`config.mk`:
```
export PLATFORM = sky130hd
export DESIGN_NAME = seq_divider_flat
export DESIGN_NICKNAME = d
export VERILOG_FILES = /design/src/rtl/seq_div_pkg.sv /design/src/rtl/seq_divider_if.sv /design/src/rtl/seq_divider_addsub_stage.sv /design/src/rtl/seq_divider.sv /design/src/flat_wrapper.sv
export SDC_FILE = /design/constraint.sdc
export NUM_CORES = 1
export LEC_CHECK = 0
export ABC_AREA = 0
export ABC_CLOCK_PERIOD_IN_PS = 3200
export CAP_MARGIN = 15
export CORE_UTILIZATION = 30
export DETAILED_ROUTE_END_ITERATION = 8
export PLACE_DENSITY = 0.61
export SYNTH_ARGS = -nofsm -noshare
export SYNTH_HDL_FRONTEND = slang
export SYNTH_SLANG_ARGS = --single-unit
```
`constraint.sdc`:
```
create_clock -name clk -period 3.2 [get_ports clk]
set_input_delay 0.48 -clock clk [delete_from_list [all_inputs] [get_ports clk]]
set_output_delay 0.48 -clock clk [all_outputs]
set_load 0.05 [all_outputs]
```
`src/rtl/seq_div_pkg.sv`:
```
// Shared types and helpers for the sequential restoring divider.
package seq_div_pkg;

   typedef enum logic [1:0] {
      IDLE,
      CALC,
      DONE
   } state_t;

   localparam int DEF_WIDTH = 4;

   // Iteration counter must hold 0..WIDTH inclusive.
   function automatic int cnt_width(input int w);
      return (w < 1) ? 1 : $clog2(w + 1);
   endfunction

endpackage

```
`src/rtl/seq_divider_if.sv`:
```
// Start/done handshake and operand/result bus for seq_divider.
// div_zero is present only when DIVZERO_DETECT_EN is defined.
interface seq_divider_if
   import seq_div_pkg::*;
#(
   parameter int WIDTH = DEF_WIDTH
);

   logic             start;
   logic [WIDTH-1:0] dividend;
   logic [WIDTH-1:0] divisor;
   logic             busy;
   logic             done;
   logic [WIDTH-1:0] quotient;
   logic [WIDTH-1:0] remainder;
`ifdef DIVZERO_DETECT_EN
   logic             div_zero;

   modport master (
      output start, dividend, divisor,
      input  busy, done, quotient, remainder, div_zero
   );

   modport slave (
      input  start, dividend, divisor,
      output busy, done, quotient, remainder, div_zero
   );
`else
   modport master (
      output start, dividend, divisor,
      input  busy, done, quotient, remainder
   );

   modport slave (
      input  start, dividend, divisor,
      output busy, done, quotient, remainder
   );
`endif

endinterface

```
`src/rtl/seq_divider_addsub_stage.sv`:
```
// Parameterised ripple-carry adder/subtractor built from full-adder cells.
// m=1 subtracts (b inverted, carry-in 1); cout=1 then means no borrow.
module addsub_stage #(
   parameter int W = 5
) (
   input  logic [W-1:0] a,
   input  logic [W-1:0] b,
   input  logic         m,
   output logic [W-1:0] s,
   output logic         cout
);

   logic [W:0]   c;
   logic [W-1:0] bx;

   assign bx   = b ^ {W{m}};
   assign c[0] = m;

   for (genvar i = 0; i < W; i++) begin : g_fa
      assign s[i]   = a[i] ^ bx[i] ^ c[i];
      assign c[i+1] = (a[i] & bx[i]) | (c[i] & (a[i] ^ bx[i]));
   end

   assign cout = c[W];

endmodule

```
`src/rtl/seq_divider.sv`:
```
// Multi-cycle unsigned restoring divider, one quotient bit per clock.
// Optional DIVZERO_DETECT_EN: zero divisor short-cuts to DONE and raises div_zero.
module seq_divider
   import seq_div_pkg::*;
#(
   parameter int WIDTH = DEF_WIDTH
) (
   input  logic         clk,
   input  logic         rst_n,
   seq_divider_if.slave bus
);

   localparam int CW = cnt_width(WIDTH);

   state_t           state, state_nx;
   logic [CW-1:0]    cnt;
   logic [WIDTH:0]   rem_r;
   logic [WIDTH-1:0] quo_sh;
   logic [WIDTH-1:0] div_r;
   logic [WIDTH:0]   r_shift;
   logic [WIDTH:0]   trial;
   logic [WIDTH-1:0] q_shift;
   logic             cout;
   logic             accept;
   logic             last_iter;
   logic             dz_start;
   logic             unused_rem_msb;

   assign r_shift        = {rem_r[WIDTH-1:0], quo_sh[WIDTH-1]};
   assign q_shift        = quo_sh << 1;
   assign last_iter      = (cnt == CW'(WIDTH - 1));
   // Restore never leaves R >= D, so the top bit of R stays zero.
   assign unused_rem_msb = rem_r[WIDTH];

`ifdef DIVZERO_DETECT_EN
   logic dz_r;
   assign dz_start = (bus.divisor == '0);
`else
   assign dz_start = 1'b0;
`endif

   addsub_stage #(.W(WIDTH + 1)) u_sub (
      .a    (r_shift),
      .b    ({1'b0, div_r}),
      .m    (1'b1),
      .s    (trial),
      .cout (cout)
   );

   always_comb begin
      state_nx = state;
      accept   = 1'b0;
      case (state)
         IDLE: begin
            if (bus.start) begin
               accept   = 1'b1;
               state_nx = dz_start ? DONE : CALC;
            end
         end
         CALC:    if (last_iter) state_nx = DONE;
         DONE:    state_nx = IDLE;
         default: state_nx = IDLE;
      endcase
   end

   always_ff @(posedge clk or negedge rst_n) begin
      if (!rst_n) begin
         state <= IDLE;
         cnt   <= '0;
      end else begin
         state <= state_nx;
         if (accept)
            cnt <= '0;
         else if (state == CALC)
            cnt <= cnt + 1'b1;
      end
   end

   // Working registers carry no reset: they are always loaded on accept.
   always_ff @(posedge clk) begin
      if (accept) begin
         div_r <= bus.divisor;
         if (dz_start) begin
            quo_sh <= '1;
            rem_r  <= {1'b0, bus.dividend};
         end else begin
            quo_sh <= bus.dividend;
            rem_r  <= '0;
         end
      end else if (state == CALC) begin
         quo_sh <= q_shift | WIDTH'(cout);
         rem_r  <= cout ? trial : r_shift;
      end
   end

   always_ff @(posedge clk or negedge rst_n) begin
      if (!rst_n) begin
         bus.busy      <= 1'b0;
         bus.done      <= 1'b0;
         bus.quotient  <= '0;
         bus.remainder <= '0;
      end else begin
         bus.done <= (state == DONE);
         if (accept)
            bus.busy <= 1'b1;
         else if (state == DONE)
            bus.busy <= 1'b0;
         if (state == DONE) begin
            bus.quotient  <= quo_sh;
            bus.remainder <= rem_r[WIDTH-1:0];
         end
      end
   end

`ifdef DIVZERO_DETECT_EN
   always_ff @(posedge clk or negedge rst_n) begin
      if (!rst_n) begin
         dz_r         <= 1'b0;
         bus.div_zero <= 1'b0;
      end else if (accept) begin
         dz_r         <= dz_start;
         bus.div_zero <= 1'b0;
      end else if (state == DONE) begin
         bus.div_zero <= dz_r;
      end
   end
`endif

endmodule

```
`src/flat_wrapper.sv`:
```
// flat-port wrapper written by rule: the top's interface ports become plain ports
module seq_divider_flat import seq_div_pkg::*;
#(
   parameter int WIDTH = DEF_WIDTH
)
  (clk, rst_n, bus_start, bus_dividend, bus_divisor, bus_busy, bus_done, bus_quotient, bus_remainder);
  seq_divider_if #(.WIDTH(WIDTH)) bus_i ();
  input  logic clk;
  input  logic rst_n;
  input wire logic [$bits(bus_i.start)-1:0] bus_start;
  input wire logic [$bits(bus_i.dividend)-1:0] bus_dividend;
  input wire logic [$bits(bus_i.divisor)-1:0] bus_divisor;
  output wire logic [$bits(bus_i.busy)-1:0] bus_busy;
  output wire logic [$bits(bus_i.done)-1:0] bus_done;
  output wire logic [$bits(bus_i.quotient)-1:0] bus_quotient;
  output wire logic [$bits(bus_i.remainder)-1:0] bus_remainder;
  assign bus_i.start = bus_start;
  assign bus_i.dividend = bus_dividend;
  assign bus_i.divisor = bus_divisor;
  assign bus_busy = bus_i.busy;
  assign bus_done = bus_i.done;
  assign bus_quotient = bus_i.quotient;
  assign bus_remainder = bus_i.remainder;
  seq_divider #(.WIDTH(WIDTH)) u_core (.clk(clk), .rst_n(rst_n), .bus(bus_i));
endmodule
```
==> reports/qor.csv, run 1 <==
metric,value,unit
finalHoldViolCount,0,
yosysUniqueCellTypes,24,
yosys.area.top_type,dfrtp_1,
clk_pin_slew,0.09,ns
synthCells,87,
antenna_found_initial,0,
tns,0,ns
muxShareOfSynthArea,0.0964,
critical_path_buf_inv_count,4,
post-route-drc-count,0,
synthArstFlopShare,0.556,
fin_nets,128,
cts_setup_buffers,0,
synth_top_area_share,0.325,
power_leakage,0.614,nW
fmax,0.390,GHz
cts_tree,done,
hpwlAfterDp,1460,um
start_kind,flop,
min_period,2.57,ns
cp_max_fo,5,
grt_pass1_wl,3680,um
cts.sinks,27,
tightest_slew,0.726,ns
ys_ff_latch,27,
synth_ff_type,dfrtp_1,
vias,704,
syn_area_per_cell,13.3,um^2
path_cells,inv_1 -> ha_1 -> inv_1 -> fa_1 -> inv_1 -> fa_1 -> inv_1 -> fa_1 -> or2_2 -> mux2_2,
critPathRequiredTime,3.23,ns
area_growth_syn_to_layout,25.5,%
clockBufferDepth,2,
drt-pass1-iter-count,4,
ys_seq_area_frac,0.602,
final_cells,158,
preCtsSetupSlack,0.653,ns
numCtsBuffers,3,
finalSetupViolCount,0,
grt_pass1_vias,759,
worst_slack,0.633,ns
power.total,0.00154,W
routed_wl,2050,um
hold_slack,0.487,ns
synth_compound_area_frac,0.0986,
cts_hold_buffers,0,
io_pins,21,
synth_fp_nets,104,
htreeDepth,1,
cap_viol_max_count,0,
initial_utilization,0.313,
dieArea,4100,um^2
slew_headroom,0.514,
num_rows,22,
drtIter0Drc,9,
placedCellCount,154,
synthSimpleGateAreaFrac,0.0726,
critPathArrivalTime,2.60,ns
die_w,64.0,um
grt_usage,0.121,
gp_congestion,0.755,
cts_resized,0,
critPathSlowestCell,fa_1,
port_buffers,20,
wl_per_cell,12.9,um
core_area,3690,um^2
layout_common_cells,"clkdlybuf4s50_1 (20), dfrtp_1 (15), inv_1 (11)",
insertion_delay,0.27,ns
die_h,64.0,um
synth_fa_ha_area_frac,0.0845,
viasPerCell,4.46,
crit_top_cell,inv_1,
syn-cell-area,1150,um^2
period_share,0.802,
rsz0062_at_grt,false,
yosys_warnings,0,
critPathTopFamily,adder cells,
vdd_ir_drop_max,443,uV
p_per_area,1060,nW/um^2
grt-ovfl-total,0,
diodes,0,
drive_above_1_share,0.145,
drtAntennaViolNets,0,
ys_top_cells_by_area,"dfrtp_1 (33%), edfxtp_1 (21%), mux2_2 (8.8%)",
crit_type,reg -> reg,
cts-root-buf,clkbuf_8,
synth_top_family_by_area,compound AO/OA/AOI/OAI gates,
yosys.area_share.xor_xnor,0,
crit_path_max_incr_delay,0.42,ns
status,finished clean,
finalMaxSlewViolations,0,
grt_max_degree,16,
min_path_type,reg -> reg,
final_common_cell,clkdlybuf4s50_1,
synth-edff-count,8,
critPathCaptureType,flop,
fin_skew,0.00376,ns
-- layer usage --
metal | global-route usage | vias up | wire [um]
li1 | - | 343 | -
met1 | 0.158 | 336 | 982
met3 | 0.0250 | 5 | 99
met2 | 0.186 | 20 | 907
met5 | 0 | - | 0
met4 | 0.0682 | 0 | 56
-- area by class of cell --
class                      instances  area, um^2
fill                             380        2240
sequential                        27         696
timing repair buffer              20         200
clock buffer                       4        45.0
tap                               48        60.1
multi-input combinational         48         407
inverter                          11        41.3
-- stage by stage --
stage / cell area [um^2] / utilization
floorplan: 1150 / -
global placement: 1400 / 0.381
detailed placement: 1400 / 0.381
CTS: 1450 / 0.393
global route: 1450 / 0.393
finish: 1450 / 0.393
-- power by group --
part	internal [W]	switching [W]	total, W
Clock	0.0000893	0.000103	0.000193
Sequential	0.000518	0.0000990	0.000617
Combinational	0.000300	0.000425	0.000726
-- worst paths after layout --
kind	start	to	slack, ns	depth (start not counted)
hold / removal	u_core.bus.remainder[3]	u_core.bus.remainder[3]	0.49	2
setup reg to reg	u_core.quo_sh[3]	u_core.quo_sh[0]	0.63	10
hold reg to reg	u_core.bus.remainder[3]	u_core.bus.remainder[3]	0.49	2
max in group asynchronous	rst_n	u_core.bus.remainder[3]	2.11	1
min in group asynchronous	rst_n	u_core.bus.quotient[2]	0.63	1
setup / recovery	u_core.quo_sh[3]	u_core.quo_sh[0]	0.63	10
-- synthesized netlist by cell type, types with 2 or more instances --
cell type and n:
edfxtp_1 8, a21oi_1 2, ha_1 3, o21ai_0 10
dfxtp_1 4, o22ai_1 3, dfrtp_1 15, fa_1 3
inv_1 11, mux2_2 9, nand2_1 6
-- logic make-up after synthesis --
family	Yosys count
AOI/OAI and AO/OA	19
adders and majority gates	6
buffers and inverters	12
muxes	10
DFF	27
and+or+nand+nor	13
-- registers in the layout, indices dropped and copies added, names as in the netlist --
name                  count
u_core.bus.quotient       4
u_core.bus.remainder      4
u_core.div_r              4
u_core.quo_sh             4
u_core.rem_r              4
u_core.cnt                3
u_core.state              2
u_core.bus.busy           1
u_core.bus.done           1
-- worst min-delay path: stages (launching register included) --
cell,delay [ns]
dfrtp_1,0.35
nand2_1,0.05
o21ai_0,0.06
(Power assumes the default switching activity.)
==> inputs of run 2 (changes only) <==
Settings changed: ABC_CLOCK_PERIOD_IN_PS 3200 to 2450.
Clock period 3.2 ns to 2.45 ns, I/O delays scaled along.
==> reports/qor.csv, run 2 (same netlist as run 1, synthesis figures left out) <==
metric,value,unit
drive_above_1_share,0.219,
clk_pin_slew,0.09,ns
routed_wl,2120,um
path_cells,inv_2 -> ha_1 -> inv_1 -> fa_2 -> inv_2 -> fa_2 -> inv_1 -> fa_2 -> or2_4 -> mux2_2,
die_w,64.0,um
status,finished clean,
diodes,0,
area_growth_syn_to_layout,28.9,%
final_cells,162,
drt-met1-wl,966,um
drt-pass1-iter-count,4,
cts_hold_buffers,0,
gp_congestion,0.780,
hpwlAfterDp,1480,um
final_common_cell,clkdlybuf4s50_1,
start_kind,flop,
period_share,0.956,
viasPerCell,4.55,
cts_tree,done,
grt_pass1_wl,3710,um
critPathArrivalTime,2.38,ns
dieArea,4100,um^2
finalHoldViolCount,0,
crit_type,reg -> reg,
finalMaxSlewViolations,0,
drtIter0Drc,31,
power.total,0.00208,W
placedCellCount,156,
top_layer_used,met4,
route.met2.wl,983,um
min_path_type,reg -> reg,
layout_common_cells,"clkdlybuf4s50_1 (20), dfrtp_1 (15), inv_1 (9), mux2_2 (9)",
critPathCaptureType,flop,
hold_slack,0.487,ns
htreeDepth,1,
vias,737,
antenna_found_initial,0,
vdd_ir_drop_max,624,uV
critPathSlowestCell,edfxtp_1,
die_h,64.0,um
post-route-drc-count,0,
io_pins,21,
grt_max_degree,16,
port_buffers,20,
insertion_delay,0.28,ns
grt_pass1_vias,761,
rsz0062_at_grt,false,
wl_per_cell,13.1,um
cts-root-buf,clkbuf_8,
cp_max_fo,2,
tns,0,ns
wl_met3,115,um
cts.sinks,27,
crit_top_cell,fa_2,
finalSetupViolCount,0,
power_leakage,0.629,nW
grt_usage,0.127,
numCtsBuffers,3,
initial_utilization,0.313,
slew_headroom,0.518,
fmax,0.427,GHz
final_util,0.404,
crit_path_max_incr_delay,0.41,ns
min_period,2.34,ns
grt-ovfl-total,0,
critPathRequiredTime,2.49,ns
drtAntennaViolNets,0,
p_per_area,1400,nW/um^2
tightest_slew,0.721,ns
core_area,3690,um^2
cap_viol_max_count,0,
num_rows,22,
fin_skew,0.00533,ns
clockBufferDepth,2,
fin_nets,132,
[run 2: changes by cell type in the layout (fill, tap and decap cells not counted), sizes merged]
| cell | previous run | this run |
|---|---|---|
| buf | 0 | 4 |
[run 2: what timing repair did]
action                     in CTS  in global routing
setup buffers                   1                  1
pin swaps                       0                  0
setup endpoints to repair       2                  4
resized for setup               2                  6
hold endpoints to repair        0                  0
[run 2: final cells by class]
cell class / count / area (um^2)
clock buffer: 4 / 45.0
fill: 376 / 2200
inverter: 11 / 41.3
multi-input combinational: 48 / 417
sequential: 27 / 696
tap: 48 / 60.1
timing repair buffer: 24 / 230
[run 2: power by group]
group | leakage (nW) | switching, W | internal, W
Clock | 0.0228 | 0.000142 | 0.000117
Combinational | 0.310 | 0.000567 | 0.000447
Sequential | 0.296 | 0.000134 | 0.000677
[run 2: routing by layer]
metal | vias up | GRT usage
li1 | 351 | -
met1 | 357 | 0.159
met2 | 24 | 0.194
met3 | 5 | 0.0321
met4 | 0 | 0.0767
met5 | - | 0
[run 2: worst paths after layout]
path	startpoint	end	slack [ns]	cells past startpoint
setup / recovery	u_core.quo_sh[3]	u_core.quo_sh[0]	0.11	10
hold / removal	u_core.bus.remainder[1]	u_core.bus.remainder[1]	0.49	2
setup reg to reg	u_core.quo_sh[3]	u_core.quo_sh[0]	0.11	10
hold reg to reg	u_core.bus.remainder[1]	u_core.bus.remainder[1]	0.49	2
max in group asynchronous	rst_n	u_core.cnt[2]	1.48	1
min in group asynchronous	rst_n	u_core.bus.busy	0.51	1
[run 2: critical path: cells and delay by family (launching register included)]
| kind | cells | cell delay, ns |
|---|---|---|
| flip-flops | 1 | 0.41 |
| AND/OR/NAND/NOR | 1 | 0.23 |
| adder cells (fa/ha/maj) | 4 | 0.97 |
| buffers and inverters | 4 | 0.23 |
| multiplexers | 1 | 0.26 |
[run 2: per-stage QoR]
step / setup slack, ns / area [um^2]
6_report: 0.107 / 1490
5_1_grt: 0.0171 / 1490
4_1_cts: 0.00938 / 1480
3_5_place_dp: -0.000989 / 1420
3_3_place_gp: 0.0493 / 1420
2_1_floorplan: 0.0252 / 1150
